### src/rtl/rf_write_arbiter_pkg.sv
// Shared CPU constants for the register-file write arbiter: FSM encodings
// and the default starvation limit of the multi-cycle requester.
package rf_write_arbiter_pkg;

    typedef enum logic [1:0] {
        IDLE  = 2'd0,
        WAIT  = 2'd1,
        FORCE = 2'd2
    } arb_state_t;

    localparam int DEFAULT_STARVE_LIMIT = 4;

endpackage

### src/rtl/rf_write_arbiter.sv
// Single write port arbiter: writeback has fixed priority, the multi-cycle unit
// waits and forces a pipeline stall once it has been blocked STARVE_LIMIT cycles.
module rf_write_arbiter
    import rf_write_arbiter_pkg::*;
#(
    parameter int STARVE_LIMIT = DEFAULT_STARVE_LIMIT
) (
    input  logic        clk,
    input  logic        reset,
    input  logic        wb_valid,
    input  logic [4:0]  wb_addr,
    input  logic [31:0] wb_data,
    input  logic        mc_valid,
    input  logic [4:0]  mc_addr,
    input  logic [31:0] mc_data,
    output logic        mc_ready,
    output logic        stall_req,
    output logic        RegWrite,
    output logic [4:0]  write_addr,
    output logic [31:0] write_data
);

    localparam logic [3:0] LIMIT    = 4'(STARVE_LIMIT);
    localparam logic [3:0] LIMIT_M1 = 4'(STARVE_LIMIT - 1);

    arb_state_t state;
    arb_state_t next_state;
    logic [3:0] wait_cnt;
    logic       mc_xfer;
    logic       mc_blocked;

    // A result bound for r0 never needs the port, so it is accepted even under writeback.
    assign mc_ready   = reset && (!wb_valid || mc_addr == 5'd0);
    assign mc_xfer    = mc_valid && mc_ready;
    assign mc_blocked = mc_valid && !mc_ready;

    always_comb begin
        next_state = state;
        case (state)
            IDLE: begin
                if (mc_blocked)
                    next_state = WAIT;
            end
            WAIT: begin
                if (!mc_blocked)
                    next_state = IDLE;
                else if (wait_cnt == LIMIT_M1)
                    next_state = FORCE;
            end
            FORCE: begin
                if (!mc_blocked)
                    next_state = IDLE;
            end
            default: next_state = IDLE;
        endcase
    end

    always_ff @(posedge clk) begin
        if (!reset) begin
            state      <= IDLE;
            wait_cnt   <= 4'd0;
            stall_req  <= 1'b0;
            RegWrite   <= 1'b0;
            write_addr <= 5'd0;
            write_data <= 32'd0;
        end else begin
            state     <= next_state;
            stall_req <= (next_state == FORCE);

            if (mc_blocked)
                wait_cnt <= (wait_cnt >= LIMIT) ? LIMIT : wait_cnt + 4'd1;
            else
                wait_cnt <= 4'd0;

            // Address 0 still wins the slot but must never reach the register file.
            if (wb_valid) begin
                RegWrite   <= (wb_addr != 5'd0);
                write_addr <= wb_addr;
                write_data <= wb_data;
            end else if (mc_xfer) begin
                RegWrite   <= (mc_addr != 5'd0);
                write_addr <= mc_addr;
                write_data <= mc_data;
            end else begin
                RegWrite <= 1'b0;
            end
        end
    end

endmodule

### config.mk
export PLATFORM = sky130hd
export DESIGN_NAME = rf_write_arbiter
export DESIGN_NICKNAME = d
export VERILOG_FILES = /design/src/rtl/rf_write_arbiter_pkg.sv /design/src/rtl/rf_write_arbiter.sv
export SDC_FILE = /design/constraint.sdc
export NUM_CORES = 1
export LEC_CHECK = 0
export ABC_AREA = 0
export CAP_MARGIN = 10
export CORE_MARGIN = 5
export CORE_UTILIZATION = 38
export CTS_CLUSTER_DIAMETER = 60
export DETAILED_ROUTE_END_ITERATION = 8
export GPL_TIMING_DRIVEN = 0
export HOLD_SLACK_MARGIN = 0.03
export PLACE_DENSITY = 0.81
export SLEW_MARGIN = 5
export SYNTH_ARGS = -nofsm -noshare
export SYNTH_HDL_FRONTEND = slang
export SYNTH_SLANG_ARGS = --single-unit
### constraint.sdc
create_clock -name clk -period 1.6 [get_ports clk]
set_input_delay 0.16 -clock clk [delete_from_list [all_inputs] [get_ports clk]]
set_output_delay 0.16 -clock clk [all_outputs]
set_load 0.01 [all_outputs]
==> results of run 1 <==
-- power by group --
part | switching (mW) | total [mW] | leakage [nW] | internal [mW]
Sequential | 0.0361 | 1.23 | 0.374 | 1.20
Combinational | 0.237 | 0.639 | 1.22 | 0.402
Clock | 0.353 | 0.641 | 0.0399 | 0.288
-- area by class of cell --
class / count / area (sq um) / share of cell area [%]
timing repair buffer: 117 / 1160 / 34.7
multi-input combinational: 133 / 1030 / 30.9
sequential: 45 / 901 / 26.9
tap: 70 / 87.6 / 2.62
buffer: 17 / 83.8 / 2.51
clock buffer: 5 / 68.8 / 2.06
clock inverter: 1 / 5.00 / 0.150
inverter: 1 / 3.75 / 0.112
-- cells by family after synthesis --
group / after synthesis
multiplexers: 37
buffers and inverters: 18
adder cells (fa/ha/maj): 1
other: 1
AND/OR/NAND/NOR: 50
AO/OA/AOI/OAI: 44
flip-flops: 45
-- critical path: stages --
cell,delay [ns]
sky130_fd_sc_hd__dlygate4sd2_1,0.25
sky130_fd_sc_hd__or4_4,0.55
sky130_fd_sc_hd__o21ai_2,0.13
sky130_fd_sc_hd__and2_1,0.14
sky130_fd_sc_hd__buf_2,0.13
-- metal layers --
metal / track usage, % / wire, um
met2: 29.8 / 2950
met4: 5.50 / 86
met5: 0 / 0
met1: 20.0 / 2430
met3: 6.04 / 452
-- path summary, 6_finish.rpt --
kind | start | end | slack, ns | cells past startpoint
setup / recovery | mc_addr[4] | mc_ready | 0.08 | 5
hold / removal | mc_addr[1] | write_addr[1] | 0.30 | 4
setup reg to reg | wait_cnt[0] | state[0] | 0.73 | 2
hold reg to reg | wait_cnt[0] | wait_cnt[0] | 0.44 | 1
-- registers in the layout, summed over array words and instances (netlist names) --
register,cells
wait_cnt,4
stall_req,1
write_data,32
write_addr,5
state,2
RegWrite,1
-- metrics by stage --
step	area, sq um	hold WS (ns)	std cells
after floorplan	2020	0.298	196
after global placement	3270	0.423	382
after detailed placement	3270	0.429	382
after CTS	3340	0.366	389
after global routing	3350	0.326	389
final	3350	0.296	389
-- what timing repair did --
item	in CTS	in global routing
gates resized for setup	9	2
pin swaps	2	0
endpoints found under the setup margin	1	1
setup buffers	1	0
-- cells in the final DEF, fill, tap and decap left out, drive strengths merged, types with 2 or more instances in the layout --
master | Yosys | routed
clkdlybuf4s50 | 0 | 111
dlygate4sd2 | 0 | 3
mux2i | 37 | 37
o21ai | 3 | 3
o211a | 36 | 36
nor2 | 3 | 3
clkbuf | 7 | 12
dfxtp | 45 | 45
nand2 | 38 | 38
buf | 10 | 12
a21oi | 3 | 3
or4 | 2 | 2
nand2b | 2 | 2
==> reports/results.env, run 1 <==
YS_TOP_CELLS_BY_COUNT='45 x sky130_fd_sc_hd__dfxtp_1, 38 x sky130_fd_sc_hd__nand2_1, 37 x sky130_fd_sc_hd__mux2i_1'
CTS_MADE_BUFFERS=5
HOLDCRITPATHCLASS='in -> reg'
INSERTEDDIODECOUNT=0
POWERDENSITY_nW_PER_UM2=751
DPL.HPWL_UM=4630
CP.REQUIRED_NS=1.44
END_KIND='primary output'
SYNTH.CELL_AREA_SQ_UM=2020
SYNTH_ENABLE_FLOP_CELLS=0
FINAL_MAX_SLEW_VIOL_COUNT=0
TOTALWIRELENGTH_UM=5910
PLACEABLECOREAREA_SQ_UM=5140
PLACE_WS_NS=-0.571
VIOLATION_COUNT_AFTER_THE_FIRST_DETAILED_ROUTING_ITERATION=49
AREA_DELTA_SYNTH_FINAL_PCT=65.9
POST_SYNTH_INST_COUNT=196
DESIGN_POWER_TOTAL_mW=2.51
DETAILROUTE.VIA_COUNT=1884
CLOCK_SINK_COUNT=45
CTSHTREEMAXLEVEL=2
SLEW-LIMIT-HEADROOM_PCT=66.5
PERIOD_NEEDED_NS=1.52
DOMINANT_CELL_BY_COUNT_IN_THE_SYNTHESIZED_NETLIST='sky130_fd_sc_hd__dfxtp_1'
SHARE_OF_POST_ROUTE_CELLS_WITH_DRIVE_STRENGTH_ABOVE_1_PCT=6.27
NUMBER_OF_ROUTED_NETS_WITH_ANTENNA_VIOLATIONS=0
CTS_HOLD_REPAIR.BUFFERS=0
ANTENNA_FOUND_INITIAL=0
GRT_START_MAX_NET_PINS=13
GRT_PASS1_WL_UM=9730
OUTCOME='finished, final reports clean'
ACHIEVABLE-FREQUENCY_MHz=657
YOSYS_WARNING_TOTAL=0
YOSYS.AREA_SHARE.SIMPLE_PCT=10.8
FIN_CRIT_SH_PCT=95.1
PATH_CLASS='in -> out'
MAX_CAP_VIOLATIONS=0
SYNTHDISTINCTLIBCELLS=25
SYNTH_MUX_AREA_SHARE_PCT=18.4
SYNTH.TOP_CELL.AREA_SHARE_PCT=44.7
ROUTE.DETAILED.DRC=0
IO_PINS=118
DESIGN.DIE.AREA_SQ_UM=6860
ASYNC_FLOP_SHARE_PCT=0
YOSYSTOPAREACELL='sky130_fd_sc_hd__dfxtp_1'
FINAL_NETS=399
POST_SYNTH.CELL_AREA_AVG_SQ_UM=10.3
REPORTED_LEAKAGE_POWER_nW=1.64
FINAL_CRITICAL_PATH_SETUP_SLACK_NS=0.0777
YS_FF_LATCH=45
ADDER_CELL_AREA_SHARE_OF_THE_YOSYS_NETLIST_PCT=0.620
SYNTHTOPCELLSBYAREA='sky130_fd_sc_hd__dfxtp_1 45%, sky130_fd_sc_hd__mux2i_1 18%, sky130_fd_sc_hd__o211a_1 18%'
ROWS=26
CP.ARRIVAL_NS=1.36
IR_DROP_mV=0.591
CLK_PIN_SLEW_NS=0.08
IO_BUFFER_COUNT=116
GP_CONGESTION=0.736
SETUP-VIOLATIONS-FINAL=0
CLOCK_TREE.ROOT_CELL='sky130_fd_sc_hd__clkbuf_8'
POST_SYNTH_XOR_AREA_FRACTION_PCT=0
SYNTH_COMPOUND_AREA_SHARE_PCT=21.1
INITIAL_CORE_UTIL_PCT=39.2
HOLD_VIOL=0
PRE_ANTENNA_DRT_ITERS=4
FINALCOREUTILIZATION_PCT=65.1
INSERTION_DELAY_NS=0.28
WL_PER_CELL_UM=15.2
WORST_SLEW_PIN_SLEW_NS=0.503
GRT_SETUP_UNREPAIRED='no'
TIMING.CRITICAL_PATH.FANOUT_MAX=2
SYNTH_TOP_FAMILY_BY_AREA='compound AO/OA/AOI/OAI gates'
FP.DIEW_UM=82.9
ROUTE.DETAILED.VIAS_PER_INST=4.84
SYNTH_FF_TYPE='sky130_fd_sc_hd__dfxtp_1'
FILLERS=477
CLK_BUF_DEPTH=2
FIN_SKEW_NS=0.000394
GR-USAGE-ALL-LAYERS_PCT=17.3
SYNTH_SEQ_AREA_SHARE_PCT=44.7
CP-START-KIND='primary input'
TNS_NS=0
CTS_TREE='built'
GRT_PASS1_VIAS=1937
DIE_Y_UM=82.9
TOTAL_OVERFLOW_REPORTED_BY_THE_GLOBAL_ROUTER=0
SYNTH_NETS=275
Note: power is estimated with default switching activity, not from simulation.
==> inputs of run 2 (changes only) <==
--- a/config.mk
+++ b/config.mk
@@ -5,7 +5,6 @@
 export SDC_FILE = /design/constraint.sdc
 export NUM_CORES = 1
 export LEC_CHECK = 0
-export ABC_AREA = 0
 export CAP_MARGIN = 10
 export CORE_MARGIN = 5
 export CORE_UTILIZATION = 38
@@ -14,7 +13,6 @@
 export GPL_TIMING_DRIVEN = 0
 export HOLD_SLACK_MARGIN = 0.03
 export PLACE_DENSITY = 0.81
-export SLEW_MARGIN = 5
 export SYNTH_ARGS = -nofsm -noshare
 export SYNTH_HDL_FRONTEND = slang
 export SYNTH_SLANG_ARGS = --single-unit
==> results of run 2 <==
Final layout, timing and power as in run 1 (identical DEF).
==> inputs of run 3 (changes only) <==
--- a/config.mk
+++ b/config.mk
@@ -12,7 +12,7 @@
 export DETAILED_ROUTE_END_ITERATION = 8
 export GPL_TIMING_DRIVEN = 0
 export HOLD_SLACK_MARGIN = 0.03
-export PLACE_DENSITY = 0.81
+export PLACE_DENSITY_LB_ADDON = 0.25
 export SYNTH_ARGS = -nofsm -noshare
 export SYNTH_HDL_FRONTEND = slang
 export SYNTH_SLANG_ARGS = --single-unit
==> reports/results.env, run 3 (synthesis results as in run 1) <==
OUTCOME='finished, final reports clean'
CRITICAL_PATH.CELL_CHAIN='clkdlybuf4s50_1 > clkbuf_2 > and2_1 > buf_6'
SETUP-VIOLATIONS-FINAL=0  # unchanged
END_KIND='primary output'
DETAILROUTE.VIA_COUNT=1901  # +0.90%
MET3WIRELENGTH_UM=507  # +12%
RR_STARTPOINT='wait_cnt[0]'
DIE_Y_UM=82.9  # unchanged
INITIAL_CORE_UTIL_PCT=39.2  # unchanged
WL_PER_CELL_UM=14.7  # -3.4%
ROUTE.DETAILED.DRC=0  # unchanged
HOLD_VIOL=0  # unchanged
SHARE_OF_POST_ROUTE_CELLS_WITH_DRIVE_STRENGTH_ABOVE_1_PCT=6.54  # +0.27 points
GR-USAGE-ALL-LAYERS_PCT=16.8  # -0.47 points
CTSHTREEMAXLEVEL=2  # unchanged
CLOCK_TREE.ROOT_CELL='sky130_fd_sc_hd__clkbuf_8'
WORSTREGTOREGCELLS=2  # unchanged
FP.DIEW_UM=82.9  # unchanged
REG.LARGEST.LIST='write_data (32), write_addr (5), wait_cnt (4)'
CP-START-KIND='primary input'
GRT_START_MAX_NET_PINS=14  # +1
FIN_CRIT_SH_PCT=92.3  # -2.8 points
REPORTED_LEAKAGE_POWER_nW=1.65  # +0.89%
HOLDPATHEND='write_addr[1]'
ROUTE.MET2.WL_UM=2810  # -4.7%
CTS_TREE='built'
FINAL_MAX_SLEW_VIOL_COUNT=0  # unchanged
GRT_SETUP_UNREPAIRED='no'
FILLERS=475  # -0.42%
ROUTE.LAYER.MET1.WL_UM=2380  # -2.2%
TOTAL_OVERFLOW_REPORTED_BY_THE_GLOBAL_ROUTER=0  # unchanged
FINAL_NETS=399  # unchanged
VIOLATION_COUNT_AFTER_THE_FIRST_DETAILED_ROUTING_ITERATION=51  # +4.1%
GRT_PASS1_VIAS=1862  # -3.9%
POWERDENSITY_nW_PER_UM2=777  # +3.5%
CLK_PIN_SLEW_NS=0.08  # about the same
MULTIINPUTGATEAREA_SQ_UM=1030  # -0.36%
IO_PINS=118  # unchanged
NUMBER_OF_ROUTED_NETS_WITH_ANTENNA_VIOLATIONS=0  # unchanged
CTS_HOLD_REPAIR.BUFFERS=0  # unchanged
CLK_BUF_DEPTH=2  # unchanged
WORST_SLEW_PIN_SLEW_NS=0.513  # +0.00949 ns
SLEW-LIMIT-HEADROOM_PCT=65.8  # -0.63 points
PERIOD_NEEDED_NS=1.48  # -0.0452 ns
AREA_DELTA_SYNTH_FINAL_PCT=67.4
TIMING.CRITICAL_PATH.FANOUT_MAX=10  # +8
PRE_ANTENNA_DRT_ITERS=4  # unchanged
CRITICAL_PATH.MAX_STAGE_DELAY_NS=0.60  # +0.05 ns
GP_CONGESTION=0.736  # about the same
CRITPATHLAUNCH='reset'
LARGEST_REGISTER_FFS=32  # unchanged
DPL.HPWL_UM=4420  # -4.5%
WORST_HOLD_SLACK_ACROSS_ALL_ENDPOINTS_NS=0.294  # -0.00282 ns
ANTENNA_FOUND_INITIAL=0  # unchanged
DPL.CELL_COUNT=382  # unchanged
PATH_CLASS='in -> out'
INSERTION_DELAY_NS=0.29  # about the same
PLACEABLECOREAREA_SQ_UM=5140  # unchanged
MAX_CAP_VIOLATIONS=0  # unchanged
CP.ARRIVAL_NS=1.32  # -0.04 ns
IO_BUFFER_COUNT=116  # unchanged
ACHIEVABLE-FREQUENCY_MHz=677  # +3.1%
TOP_REGISTER='write_data'
FIN_SKEW_NS=0.000755  # +0.000360 ns
ROUTE.DETAILED.VIAS_PER_INST=4.86  # +0.39%
HOLDPATHSTAGES=4  # unchanged
GRT_PASS1_WL_UM=9420  # -3.2%
HOLDCRITPATHCLASS='in -> reg'
DESTINATION_OF_THE_WORST_REGISTER_TO_REGISTER_TIMING_PATH='state[0]'
LAYOUT.CELLS.MOST_COMMON_LIST='111 x sky130_fd_sc_hd__clkdlybuf4s50_1, 45 x sky130_fd_sc_hd__dfxtp_1, 38 x sky130_fd_sc_hd__nand2_1, 37 x sky130_fd_sc_hd__mux2i_1, 36 x sky130_fd_sc_hd__o211a_1'
WORSTHOLDSTART='mc_addr[1]'
DESIGN.DIE.AREA_SQ_UM=6860  # unchanged
STANDARD_CELL_WITH_THE_MAXIMUM_STAGE_DELAY_ON_THE_CRITICAL_PATH='sky130_fd_sc_hd__clkdlybuf4s50_1'
INSERTEDDIODECOUNT=0  # unchanged
INSTANCES_NO_FILL=391  # +0.51%
HIGHEST_LAYER='met4'
MOST_FREQUENT_STANDARD_CELL_IN_THE_LAYOUT_EXCLUDING_FILL_AND_TAP_CELLS='sky130_fd_sc_hd__clkdlybuf4s50_1'
CLOCK_SINK_COUNT=45  # unchanged
TOTALWIRELENGTH_UM=5740  # -2.9%
IR_DROP_mV=0.480  # -19%
CP.REQUIRED_NS=1.44  # about the same
FF_LATCH_AREA_SQ_UM=901  # unchanged
WORST-R2R-SETUP-SLACK_NS=0.75  # +0.02 ns
CTS_MADE_BUFFERS=5  # unchanged
ROWS=26  # unchanged
==> run 3: cell count changes in the layout (fill, tap and decap cells not counted) <==
cell | previous run | this run
sky130_fd_sc_hd__clkbuf_8 | 5 | 7
sky130_fd_sc_hd__buf_2 | 7 | 6
sky130_fd_sc_hd__o21ai_2 | 1 | 0
sky130_fd_sc_hd__buf_6 | 1 | 2
sky130_fd_sc_hd__o21ai_1 | 0 | 1
==> run 3: worst max path at each step <==
stage	to
5_1_grt	write_data[14]
6_report	mc_ready
2_1_floorplan	mc_ready
4_1_cts	mc_ready
3_3_place_gp	mc_ready
3_5_place_dp	mc_ready
==> run 3: power by group <==
group          switching [mW]  total [mW]  internal (mW)  leakage (nW)
registers              0.0355        1.23           1.20         0.374
logic                   0.231       0.634          0.403          1.22
clock network           0.367       0.757          0.390        0.0542
total                   0.633        2.62           1.99          1.65
==> run 3: final cells by class <==
type | instances | share of cell area (%)
inverters | 1 | 0.111
clock buffers | 7 | 2.85
multi-input cells | 133 | 30.5
flip-flops and latches | 45 | 26.7
clock inverters | 1 | 0.148
plain buffers | 17 | 2.48
repair buffers | 117 | 34.6
well taps | 70 | 2.59
==> run 3: metrics by stage <==
stage	setup TNS, ns	util, %	setup slack [ns]	instance area [sq um]	power [mW]
floorplan	0	-	0.432	2020	1.51
global placement	-3.57	63.5	-0.556	3270	1.89
detailed placement	-3.99	63.5	-0.554	3270	1.90
CTS	0	65.5	0.0416	3370	2.67
global route	0	65.7	0.0227	3380	2.77
finish	0	65.7	0.123	3380	2.62
==> run 3: worst max-delay path, delay by kind of cell <==
| kind | cells | cell delay, ns |
|---|---|---|
| buffers and inverters | 3 | 0.98 |
| and+or+nand+nor | 1 | 0.17 |
==> run 3: what timing repair did <==
action,in CTS,in global routing
endpoints found under the setup margin,1,1
resized for setup,9,2
setup buffers,1,0
pin swaps,2,0
==> run 3: metal layers <==
layer / vias to the layer above / track usage [%]
met5: - / 0
met4: 0 / 3.57
met3: 6 / 6.83
met2: 69 / 28.7
met1: 872 / 19.9
li1: 954 / -
